`src/rtl/tdm_demux_pkg.sv`:
```
// Shared constants, state encoding and channel-search helper for the TDM demux controller.
package tdm_demux_pkg;

    localparam int unsigned NUM_CH = 16;
    localparam int unsigned SEL_W  = 4;

    typedef enum logic [1:0] {
        IDLE,
        WAIT_SYNC,
        RUN
    } state_t;

    // Index of the lowest set bit; 0 when the mask is empty.
    function automatic logic [SEL_W-1:0] first_en(input logic [NUM_CH-1:0] mask);
        logic [SEL_W-1:0] r;
        r = '0;
        for (int i = NUM_CH - 1; i >= 0; i--) begin
            if (mask[i]) r = SEL_W'(i);
        end
        return r;
    endfunction

endpackage

```
`src/rtl/next_ch_find.sv`:
```
// Priority search for the lowest enabled channel above cur, or the lowest overall on a frame start.
module next_ch_find
    import tdm_demux_pkg::*;
(
    input  logic [NUM_CH-1:0] mask,
    input  logic [SEL_W-1:0]  cur,
    input  logic              from_start,
    output logic [SEL_W-1:0]  next,
    output logic              found
);

    logic [NUM_CH-1:0] at_or_below;
    logic [NUM_CH-1:0] cand;

    always_comb begin
        // cur=15 yields all ones, leaving nothing above
        at_or_below = NUM_CH'((32'd2 << cur) - 32'd1);
        cand        = from_start ? mask : (mask & ~at_or_below);
        next        = first_en(cand);
        found       = |cand;
    end

endmodule

```
`src/rtl/tdm_demux_ctrl.sv`:
```
// Sequences a 16-way demux from a framed serial stream: one slot of (slot_len+1) bits per enabled channel.
module tdm_demux_ctrl
    import tdm_demux_pkg::*;
#(
    parameter int unsigned SLOT_W = 4
)
(
    input  logic              clk,
    input  logic              rst,
    input  logic              start,
    input  logic              stop,
    input  logic              continuous,
    input  logic [NUM_CH-1:0] ch_mask,
    input  logic [SLOT_W-1:0] slot_len,
    input  logic              bit_valid,
    input  logic              bit_in,
    input  logic              frame_sync,
    output logic [SEL_W-1:0]  select_4,
    output logic              data_in_16,
    output logic              data_valid,
    output logic              slot_start,
    output logic              frame_done,
    output logic              sync_err,
    output logic              cfg_err,
    output logic              busy
);

    state_t state, state_n;

    logic [SEL_W-1:0]  cur_ch, cur_n;
    logic [SLOT_W-1:0] bit_cnt, cnt_n;
    logic [NUM_CH-1:0] mask_q, mask_n;
    logic [SLOT_W-1:0] len_q, len_n;
    logic              cont_q, cont_n;

    logic [SEL_W-1:0]  first_ch, adv_ch, ch;
    logic              first_found, adv_found;
    logic [SLOT_W-1:0] cnt;
    logic              take, slot_end, last;

    logic [SEL_W-1:0]  sel_n;
    logic              din_n, dv_n, ss_n, fd_n, se_n, ce_n, busy_n;

    next_ch_find u_first (
        .mask       (mask_q),
        .cur        (cur_ch),
        .from_start (1'b1),
        .next       (first_ch),
        .found      (first_found)
    );

    next_ch_find u_adv (
        .mask       (mask_q),
        .cur        (ch),
        .from_start (1'b0),
        .next       (adv_ch),
        .found      (adv_found)
    );

    // Decode of the incoming bit: which channel/count it lands on and whether it closes slot or frame.
    always_comb begin
        take     = !stop && bit_valid &&
                   ((state == RUN) || ((state == WAIT_SYNC) && frame_sync && first_found));
        ch       = frame_sync ? first_ch : cur_ch;
        cnt      = frame_sync ? '0 : bit_cnt;
        slot_end = (cnt == len_q);
        last     = slot_end && !adv_found;
    end

    always_ff @(posedge clk or posedge rst) begin
        if (rst) state <= IDLE;
        else     state <= state_n;
    end

    always_comb begin
        state_n = state;
        if (stop) begin
            state_n = IDLE;
        end else begin
            case (state)
                IDLE: begin
                    if (start && (|ch_mask)) state_n = WAIT_SYNC;
                end
                WAIT_SYNC, RUN: begin
                    if (take) begin
                        if (last) state_n = cont_q ? WAIT_SYNC : IDLE;
                        else      state_n = RUN;
                    end
                end
                default: state_n = IDLE;
            endcase
        end
    end

    always_comb begin
        cur_n  = cur_ch;
        cnt_n  = bit_cnt;
        mask_n = mask_q;
        len_n  = len_q;
        cont_n = cont_q;
        sel_n  = select_4;
        din_n  = 1'b0;
        dv_n   = 1'b0;
        ss_n   = 1'b0;
        fd_n   = 1'b0;
        se_n   = 1'b0;
        ce_n   = 1'b0;

        if (!stop && (state == IDLE) && start) begin
            if (|ch_mask) begin
                mask_n = ch_mask;
                len_n  = slot_len;
                cont_n = continuous;
                cur_n  = '0;
                cnt_n  = '0;
            end else begin
                ce_n = 1'b1;
            end
        end

        if (take) begin
            sel_n = ch;
            din_n = bit_in;
            dv_n  = 1'b1;
            ss_n  = (cnt == '0);
            se_n  = (state == RUN) && frame_sync;
            fd_n  = last;
            if (slot_end) begin
                cnt_n = '0;
                cur_n = adv_found ? adv_ch : ch;
            end else begin
                cnt_n = cnt + SLOT_W'(1);
                cur_n = ch;
            end
        end

        busy_n = (state_n != IDLE);
    end

    always_ff @(posedge clk or posedge rst) begin
        if (rst) begin
            cur_ch     <= '0;
            bit_cnt    <= '0;
            mask_q     <= '0;
            len_q      <= '0;
            cont_q     <= 1'b0;
            select_4   <= '0;
            data_in_16 <= 1'b0;
            data_valid <= 1'b0;
            slot_start <= 1'b0;
            frame_done <= 1'b0;
            sync_err   <= 1'b0;
            cfg_err    <= 1'b0;
            busy       <= 1'b0;
        end else begin
            cur_ch     <= cur_n;
            bit_cnt    <= cnt_n;
            mask_q     <= mask_n;
            len_q      <= len_n;
            cont_q     <= cont_n;
            select_4   <= sel_n;
            data_in_16 <= din_n;
            data_valid <= dv_n;
            slot_start <= ss_n;
            frame_done <= fd_n;
            sync_err   <= se_n;
            cfg_err    <= ce_n;
            busy       <= busy_n;
        end
    end

endmodule

```
`config.mk`:
```
export PLATFORM = sky130hd
export DESIGN_NAME = tdm_demux_ctrl
export DESIGN_NICKNAME = d
export VERILOG_FILES = /design/src/rtl/tdm_demux_pkg.sv /design/src/rtl/next_ch_find.sv /design/src/rtl/tdm_demux_ctrl.sv
export SDC_FILE = /design/constraint.sdc
export NUM_CORES = 1
export LEC_CHECK = 0
export ABC_CLOCK_PERIOD_IN_PS = 7900
export CAP_MARGIN = 5
export CORE_MARGIN = 2
export CORE_UTILIZATION = 25
export DETAILED_ROUTE_END_ITERATION = 8
export PLACE_DENSITY = 0.51
export SYNTH_ARGS = -nofsm -noshare
export SYNTH_HDL_FRONTEND = slang
export SYNTH_HIERARCHICAL = 1
export SYNTH_SLANG_ARGS = --single-unit
```
`constraint.sdc`:
```
create_clock -name clk -period 7.9 [get_ports clk]
set_input_delay 1.58 -clock clk [delete_from_list [all_inputs] [get_ports clk]]
set_output_delay 1.58 -clock clk [all_outputs]
set_load 0.01 [all_outputs]
```
**Yosys cells after proc, flatten, opt, wreduce, memory -nomap -nowiden**

Index checks and enable logic that the tools add are counted.

- Flip-flop bits (word level): 42
- Input port bits: 28
- Output and inout bits: 11
- Logic and storage cells: 99

- Add/subtract/negate cells: 2
- Equal/unequal tests: 3
- Shift-type cells: 1
- Mux-type cells: 54
- Bitwise gates (word level): 2
- Reduce and logical (&&, ||, !) cells: 23

Operator list:

| operator | number |
|---|---|
| 2-to-1 mux 4 bit | 41 |
| OR reduction 16 bit | 3 |
| AND 16 bit | 1 |
| NOT 16 bit | 1 |
| << shifter 2 x 4 -> 16 bit, first input constant | 1 |
| subtractor 16 x 1 -> 16 bit, second input constant | 1 |
| logical AND 1 bit | 9 |
| 2-to-1 mux 1 bit | 8 |
| 2-to-1 mux 2 bit | 4 |
| nonzero test 2 bit | 3 |
| adder 4 x 1 -> 4 bit, second input constant | 1 |
| equality test 4 bit | 1 |
| zero test 4 bit | 1 |
| one-hot mux 2 bit (2 select lines) | 1 |
| AND reduction 2 bit | 2 |
| equality test 2 x 1 -> 1 bit, second input constant | 1 |
| equality test 2 bit, second input constant | 1 |
| zero test 1 bit | 2 |
| zero test 2 bit | 1 |
| OR reduction 2 bit | 1 |
| logical OR 1 bit | 1 |

**Depth between registers and ports, before layout**

Gate-level depths: netlist of the first run.

- Depth after elaboration: 40
- Gate-level depth with buffers: 25
- Depth with buffers taken out: 23

**Hierarchy**

Netlist of the first run, hierarchy kept.

By module, submodules not included:

| module | instances | cells each | area an instance (sq um) | seq. area each (sq um) |
|---|---|---|---|---|
| tdm_demux_ctrl | 1 | 182 | 2033.2 | 1051.0 |
| next_ch_find | 2 | 94 | 596.8 | 0.0 |

**Worst setup path after synthesis of the first run**

Ideal clock, no wire load.

- Path type: input -> register
- Start point: input port frame_sync
- End point: register busy
- Library setup time: 0.128 ns
- Arrival time: 5.140 ns
- Data required time: 7.772 ns
- Setup slack: 2.632 ns
- Stages on the path: 16
- Buffers on the path: 2
- Cells stage by stage: clkbuf_1 > mux2_2 > buf_6 > or2_2 > nand2b_1 > ha_1 > nor3_2 > a21oi_1 > or4b_4 > a21boi_4 > and3_4 > nand3b_1 > or3_1 > a221o_1 > o211a_1 > o21bai_1

- Word-level cells in the longest chain between the ends: 13
- Elaborated cells on any way between the ends: 19
- Classes of those cells: add/sub: 1; eq/ne: 1; shift: 1; mux: 6; bitwise: 2; reduce/logical: 8

RTL lines:

| element | RTL line | RTL |
|---|---|---|
| from (decl) | tdm_demux_ctrl.sv:17 | `input logic frame_sync,` |
| 2-to-1 mux 4 bit | tdm_demux_ctrl.sv:64 | `ch = frame_sync ? first_ch : cur_ch;` |
| via ch[0] | tdm_demux_ctrl.sv:36 | `logic [SEL_W-1:0] first_ch, adv_ch, ch;` |
| << shifter 2 x 4 -> 16 bit | next_ch_find.sv:17 | `at_or_below = NUM_CH'((32'd2 << cur) - 32'd1);` |
| subtractor 16 x 1 -> 16 bit | next_ch_find.sv:17 |  |
| NOT 16 bit | next_ch_find.sv:18 | `cand = from_start ? mask : (mask & ~at_or_below);` |
| AND 16 bit | next_ch_find.sv:18 |  |
| OR reduction 16 bit | next_ch_find.sv:20 | `found = \|cand;` |
| via adv_found | tdm_demux_ctrl.sv:37 | `logic first_found, adv_found;` |
| zero test 1 bit | tdm_demux_ctrl.sv:67 | `last = slot_end && !adv_found;` |
| logical AND 1 bit | tdm_demux_ctrl.sv:67 |  |
| 2-to-1 mux 2 bit | tdm_demux_ctrl.sv:86 | `if (last) state_n = cont_q ? WAIT_SYNC : IDLE;` |
| 2-to-1 mux 2 bit | tdm_demux_ctrl.sv:85 | `if (take) begin` |
| one-hot mux 2 bit (2 select lines) | tdm_demux_ctrl.sv:80 | `case (state)` |
| 2-to-1 mux 2 bit | tdm_demux_ctrl.sv:77 | `if (stop) begin` |
| via state_n[1] | tdm_demux_ctrl.sv:28 | `state_t state, state_n;` |
| nonzero test 2 bit | tdm_demux_ctrl.sv:137 | `busy_n = (state_n != IDLE);` |
| via busy_n | tdm_demux_ctrl.sv:42 | `logic din_n, dv_n, ss_n, fd_n, se_n, ce_n, busy_n;` |
| to (signal assigned) | tdm_demux_ctrl.sv:168 | `busy <= busy_n;` |
| to (decl) | tdm_demux_ctrl.sv:25 | `output logic busy` |

The timed path passes the listed nets, and every way through them passes these cells.
A chain may end at the register's enable or synchronous reset.

**Worst setup path after layout of the first run**

Ends and elaborated chain as after synthesis.

==> impl_metrics.csv, run 1 <==
group,metric,value,unit
setup_path,start_kind,"input port",
sta,fin_ws,2.009,ns
grt,grt_busiest_layer,"met2",
synth,synth-seq-area-share,32.57,%
grt,track_usage,13.08,%
power_and_ir_drop,p_int,515.9,uW
sta,finalMaxSlewViolations,0,
synth,async_flop_share,100.0,%
clock_tree,cts_root_buffer,"clkbuf_16",
route,vias,2923,
route,drt_iter0_markers,200,
sta,setup_viol,0,
setup_path,cp-end-kind,"flop",
power_and_ir_drop,power_frac_clock,26.5,%
sta,hold_violations,0,
placed_design,io_buffers,38,
grt,use_met1,17.13,%
sta,min_period_over_period,74.57,%
power_and_ir_drop,peakVddDrop,0.1177,mV
clock_tree,numCtsBuffers,5,
setup_path,reg2reg_to,"busy$_DFF_PP0_",
setup_path,slowest_stage,"clkdlybuf4s50_1",
job,cap_violations,0,
route,drc_errors,0,
grt,use_met2,21.77,%
setup_path,crit_buf_inv,1,
clock_tree,postCtsSetupRepairBufs,0,
synth,avgSynthCellArea,8.721,um2
setup_path,cp_max_fo,17,
sta,clock.fmax,169.8,MHz
synth,yosys_warnings,6,
setup_path,crit_start,"frame_sync",
sta,rsz0062_at_grt,"no",
clock_tree,hold_buffers,0,
clock_tree,clk_pin_slew,0.06,ns
route,dr.pass1.iters,5,
sta,relSlewSlack,51.21,%
setup_path,worstSetupPathType,"input port to flop",
floorplanning,core_area,12620,um2
hold_path,hold_depth,2,
floorplanning,io_pins,39,
synth,ys_types,58,
synth,synthTopCellsByCount,"dfrtp_1 (42), nand2_1 (35), o21ai_0 (33)",
setup_path,worstReg2RegStart,"cur_ch[1]$_DFFE_PP0P_",
synth,synth_seq_cells,42,
power_and_ir_drop,p_comb_share,37.1,%
sta,min_period,5.891,ns
setup_path,r2r_cells,21,
synth,synth_edf_count,0,
hold_path,hp-start,"select_4[1]$_DFFE_PP0N_",
floorplanning,die_area,13830,um2
clock_tree,htree_levels,2,
sta,clock_skew,0.005742,ns
layout,diodes,0,
synth,yosysTopAreaCellShare,32.57,%
clock_tree,ctsResizeCount,0,
grt,grtUsageMet3,1.986,%
grt,grt_pass1_vias,2819,
setup_path,crit_path_max_incr_delay,0.90,ns
placed_design,pre_cts_slack,1.707,ns
setup_path,cp.required,8.07,ns
placed_design,gp_congestion,0.8723,
setup_path,r2r_slack,2.49,ns
power_and_ir_drop,p_sw,293.2,uW
layout,final_layout_size_suffix_gt1_share,13.73,%
route,viasPerCell,5.040,
grt,grt-ovfl-total,0,
floorplanning,rows,41,
synth,synth_area_leaders,"dfrtp_1 (33%), mux2_2 (8.7%), o21ai_0 (5.1%), nand2_1 (4.1%), ha_1 (3.1%)",
route,ant_nets,0,
route,wl_per_cell,15.28,um
clock_tree,cts_tree,"yes",
placed_design,place_hpwl,6.821,mm
grt,antenna_found_initial,0,
setup_path,cp_cell_sequence,"clkdlybuf4s50_1, mux2_2, or2_2, nand2b_1, ha_1, nor3_2, a21oi_1, or4b_4, a21boi_4, and3_4, nand3b_1, or3_1, a221o_1, o211a_1, o21bai_1",
run_status,status,"completed",
floorplanning,die_w,117.6,um
sta,worstMarginPinSlew,0.7252,ns
power_and_ir_drop,p_per_area,206.5,nW/um2
hold_path,hold-path-endpoint,"select_4[1]$_DFFE_PP0N_",
layout,areaGrowthSynthToFinish,21.44,%
power_and_ir_drop,swShare,36.24,%
synth,synthFlopType,"dfrtp_1",
synth,synth_area,3227,um2
clock_tree,cts_buffer_depth,2,
power_and_ir_drop,total_power,809.1,uW
setup_path,path_depth,15,
floorplanning,start_util,25.57,%
power_and_ir_drop,leakagePower,0.001548,uW
floorplanning,die_height,117.6,um
clock_tree,insertion_delay,0.29,ns
sta,final.setup.tns,0,ns
setup_path,cp_top_family,"simple AND/OR/NAND/NOR gates",
hold_path,hold_class,"flop to flop",
route,totalWireLength,8.863,mm
sta,whs,0.4990,ns
synth,synth.most_common_cell,"dfrtp_1",
clock_tree,cts_sinks,42,
layout,fillCellCount,1383,
grt,grt_pass1_wl,14.61,mm
layout,fin_nets,443,
synth,synth_top_cell_by_area,"dfrtp_1",
grt,grt_max_degree,43,
power_and_ir_drop,power_frac_seq,36.4,%
setup_path,arrival,6.06,ns
synth,synthCells,370,
==> layout make-up <==
class | count | area (um2) | share of cell area, %
flip-flops and latches | 42 | 1051 | 26.82
inverters | 17 | 63.81 | 1.628
clock inverters | 1 | 8.758 | 0.2235
well taps | 172 | 215.2 | 5.492
multi-input cells | 301 | 2042 | 52.11
repair buffers | 40 | 395.4 | 10.09
clock buffers | 7 | 142.6 | 3.640
==> metrics by stage <==
stage | instance area [um2] | std cells | util (%)
global placement | 3767 | 572 | 29.85
global route | 3919 | 580 | 31.05
CTS | 3919 | 580 | 31.05
finish | 3919 | 580 | 31.05
floorplan | 3257 | 378 | -
detailed placement | 3767 | 572 | 29.85
==> power by group through the flow <==
stage,clock network (uW),logic [uW],registers (uW)
after floorplan,0,227,279
after global placement,0,295,299
after detailed placement,0,296,299
after CTS,220,298,295
after global routing,232,333,302
final,214,300,294
==> state kept, by name, indices dropped and copies added, names as in the netlist, 2 cells and up <==
signal	cells
bit_cnt	4
cur_ch	4
len_q	4
mask_q	16
select_4	4
state	2
==> how the worst max path moves through the flow <==
stage / end / slack (ns)
global placement: busy$_DFF_PP0_ / 1.81
global route: busy$_DFF_PP0_ / 1.79
floorplan: busy$_DFF_PP0_ / 2.63
finish: busy$_DFF_PP0_ / 2.01
CTS: busy$_DFF_PP0_ / 2.02
detailed placement: busy$_DFF_PP0_ / 1.71
==> worst min-delay path, stage by stage (launching register included) <==
cell,delay (ns)
dfrtp_1,0.36
nand2_1,0.06
nand2_1,0.05
==> logic make-up after synthesis <==
kind of cell,Yosys count,share of synthesized area (%)
AOI/OAI and AO/OA,99,21.64
xor gates and xnor gates,4,1.086
adders and majority gates,8,3.102
buffers and inverters,35,5.079
DFF,42,32.57
muxes,25,8.724
other,2,0.2327
and+or+nand+nor,155,27.57
==> layout by cell type, fill, tap and decap left out, types with 10 or more instances in the layout <==
cell type        synthesis  final
clkdlybuf4s50_1          0     38
o21ai_0                 33     33
inv_1                   17     16
nor2_1                  26     26
nand2_1                 35     35
nand2b_1                13     13
a21oi_1                 16     16
mux2_2                  25     25
dfrtp_1                 42     42
nand3_1                 13     13
conb_1                   2     10
==> routing by layer <==
metal,routed length (um),vias to the layer above
li1,-,1422
met1,4090,1416
met2,4238,74
met3,355,11
met4,178,0
met5,0,-
Note: power is estimated with default switching activity, not from simulation.
==> inputs of run 2 (changes only) <==
--- a/config.mk
+++ b/config.mk
@@ -5,7 +5,7 @@
 export SDC_FILE = /design/constraint.sdc
 export NUM_CORES = 1
 export LEC_CHECK = 0
-export ABC_CLOCK_PERIOD_IN_PS = 7900
+export ABC_CLOCK_PERIOD_IN_PS = 6000
 export CAP_MARGIN = 5
 export CORE_MARGIN = 2
 export CORE_UTILIZATION = 25
==> constraint.sdc (replaced) <==
create_clock -name clk -period 6 [get_ports clk]
set_input_delay 1.2 -clock clk [delete_from_list [all_inputs] [get_ports clk]]
set_output_delay 1.2 -clock clk [all_outputs]
set_load 0.01 [all_outputs]
==> run 2 against run 1 <==
Against the previous run: clock power is 47% higher; clock-buffer cell count is 2 lower; sequential cell count stayed put; critical path depth is 1 higher; sequential share of layout area is 0.37 points lower; register-to-register slack worse by 1.7 ns; critical path type unchanged; largest cell class unchanged.
==> impl_metrics.csv, run 2 (synthesis results as in run 1) <==
group,metric,value,unit
clock_tree,hold_buffers,0,
floorplanning,die_w,117.6,um
layout,fillCellCount,1381,
setup_path,start_kind,"input port",
power_and_ir_drop,leakagePower,0.001585,uW
clock_tree,htree_levels,2,
setup_path,cp.required,6.17,ns
sta,worstMarginPinSlew,1.205,ns
setup_path,cp_max_fo,15,
sta,hold_violations,0,
route,drc_errors,0,
grt,track_usage,13.66,%
layout,top_register,"mask_q",
route,ant_nets,0,
clock_tree,cts_buffer_depth,2,
clock_tree,postCtsSetupRepairBufs,0,
floorplanning,io_pins,39,
placed_design,gp_congestion,0.8786,
power_and_ir_drop,p_int,712.0,uW
floorplanning,die_height,117.6,um
clock_tree,insertion_delay,0.29,ns
grt,grtUsageMet3,2.277,%
layout,largest_reg_flops,16,
setup_path,arrival,5.35,ns
floorplanning,rows,41,
power_and_ir_drop,peakVddDrop,0.1125,mV
floorplanning,start_util,25.57,%
grt,grt_busiest_layer,"met2",
grt,use_met2,22.13,%
sta,clock_skew,0.003620,ns
layout,fin_util,31.49,%
layout,diodes,0,
setup_path,cp-end-kind,"flop",
placed_design,place_hpwl,7.183,mm
power_and_ir_drop,power_frac_seq,35.2,%
clock_tree,cts_sinks,42,
grt,use_met1,18.32,%
hold_path,hp-start,"select_4[3]$_DFFE_PP0N_",
setup_path,r2r_slack,0.84,ns
layout,regArea,1051,um2
hold_path,hold_depth,2,
grt,grt_pass1_wl,15.21,mm
layout,most-common-layout-cells,"dfrtp_1 (42), clkdlybuf4s50_1 (38), nand2_1 (35)",
grt,grt_pass1_vias,2867,
placed_design,io_buffers,38,
clock_tree,clk_pin_slew,0.06,ns
job,cap_violations,0,
sta,clock.fmax,193.2,MHz
grt,grt_max_degree,43,
setup_path,r2r_cells,21,
route,wl_per_cell,15.70,um
route,viasPerCell,5.027,
layout,areaGrowthSynthToFinish,23.15,%
hold_path,hold-path-endpoint,"select_4[3]$_DFFE_PP0N_",
grt,antenna_found_initial,0,
clock_tree,cts_root_buffer,"clkbuf_16",
clock_tree,numCtsBuffers,5,
clock_tree,ctsResizeCount,0,
power_and_ir_drop,swShare,35.62,%
power_and_ir_drop,p_comb_share,36.4,%
grt,grt-ovfl-total,0,
layout,final_layout_size_suffix_gt1_share,15.01,%
route,dr.pass1.iters,4,
sta,relSlewSlack,19.50,%
setup_path,worstSetupPathType,"input port to flop",
sta,finalMaxSlewViolations,0,
floorplanning,core_area,12620,um2
floorplanning,die_area,13830,um2
route,drt_iter0_markers,214,
sta,min_period_over_period,86.28,%
setup_path,worstReg2RegStart,"cur_ch[1]$_DFFE_PP0P_",
power_and_ir_drop,power_frac_clock,28.3,%
layout,fin_nets,448,
sta,rsz0062_at_grt,"no",
sta,setup_viol,0,
power_and_ir_drop,p_per_area,278.3,nW/um2
clock_tree,cts_tree,"yes",
sta,final.setup.tns,0,ns
sta,min_period,5.177,ns
setup_path,reg2reg_to,"busy$_DFF_PP0_",
layout,multi_input_area,2042,um2
route,totalWireLength,9.185,mm
run_status,status,"completed",
power_and_ir_drop,p_sw,394.0,uW
route,vias,2941,
layout,final_common_cell,"dfrtp_1",
hold_path,hold_class,"flop to flop",
## run 2: cell types whose count changed in the layout (fill, tap and decap cells not counted)
cell       delta
clkbuf_1      -1
clkbuf_8      -1
clkinv_2      +1
bufinv_16     +1
buf_4         +5
## run 2: per-stage QoR
step	hold slack (ns)	std cells	area, um2	setup WS [ns]	total power (uW)
floorplan	0.4706	378	3257	1.045	667.1
global placement	0.4636	577	3805	0.6343	793.9
detailed placement	0.4730	577	3805	0.5352	796.3
CTS	0.4887	585	3974	0.8269	1117
global route	0.5101	585	3974	0.4880	1185
finish	0.4861	585	3974	0.8230	1106
## run 2: worst max-delay path: stages
cell	delay [ns]
clkdlybuf4s50_1	0.56
buf_4	0.23
mux2_2	0.47
nor2_1	0.21
nand3b_1	0.11
ha_1	0.29
nor3_2	0.12
a21oi_1	0.06
or4b_4	0.55
a21boi_4	0.16
and3_4	0.21
nand3b_1	0.09
or3_1	0.38
a221o_1	0.30
o211a_1	0.24
o21bai_1	0.15
## run 2: how the worst max path moves through the flow
stage	startpoint	to	slack [ns]
after floorplan	cur_ch[0]$_DFFE_PP0P_	busy$_DFF_PP0_	1.04
after global placement	frame_sync	busy$_DFF_PP0_	0.63
after detailed placement	frame_sync	busy$_DFF_PP0_	0.54
after CTS	frame_sync	busy$_DFF_PP0_	0.83
after global routing	cur_ch[1]$_DFFE_PP0P_	busy$_DFF_PP0_	0.49
final	frame_sync	busy$_DFF_PP0_	0.82
## run 2: layout make-up
cell class,count,share of cell area [%]
well taps,172,5.416
multi-input cells,301,51.39
clock inverters,3,1.102
flip-flops and latches,42,26.45
inverters,17,1.606
repair buffers,45,10.89
clock buffers,5,3.149
## run 2: power groups by stage
stage	Combinational, uW	Sequential [uW]	Clock, uW
final	403	390	314
after global routing	446	400	339
after CTS	401	392	324
after detailed placement	399	397	0
after global placement	398	396	0
after floorplan	299	368	0
## run 2: layer usage
metal  up-vias  part of all wire [%]  wire [um]
met5         -                     0          0
met4         0                   2.1        194
met3        16                   3.7        340
met2        63                    47       4298
met1      1426                    47       4351
li1       1436                     -          -
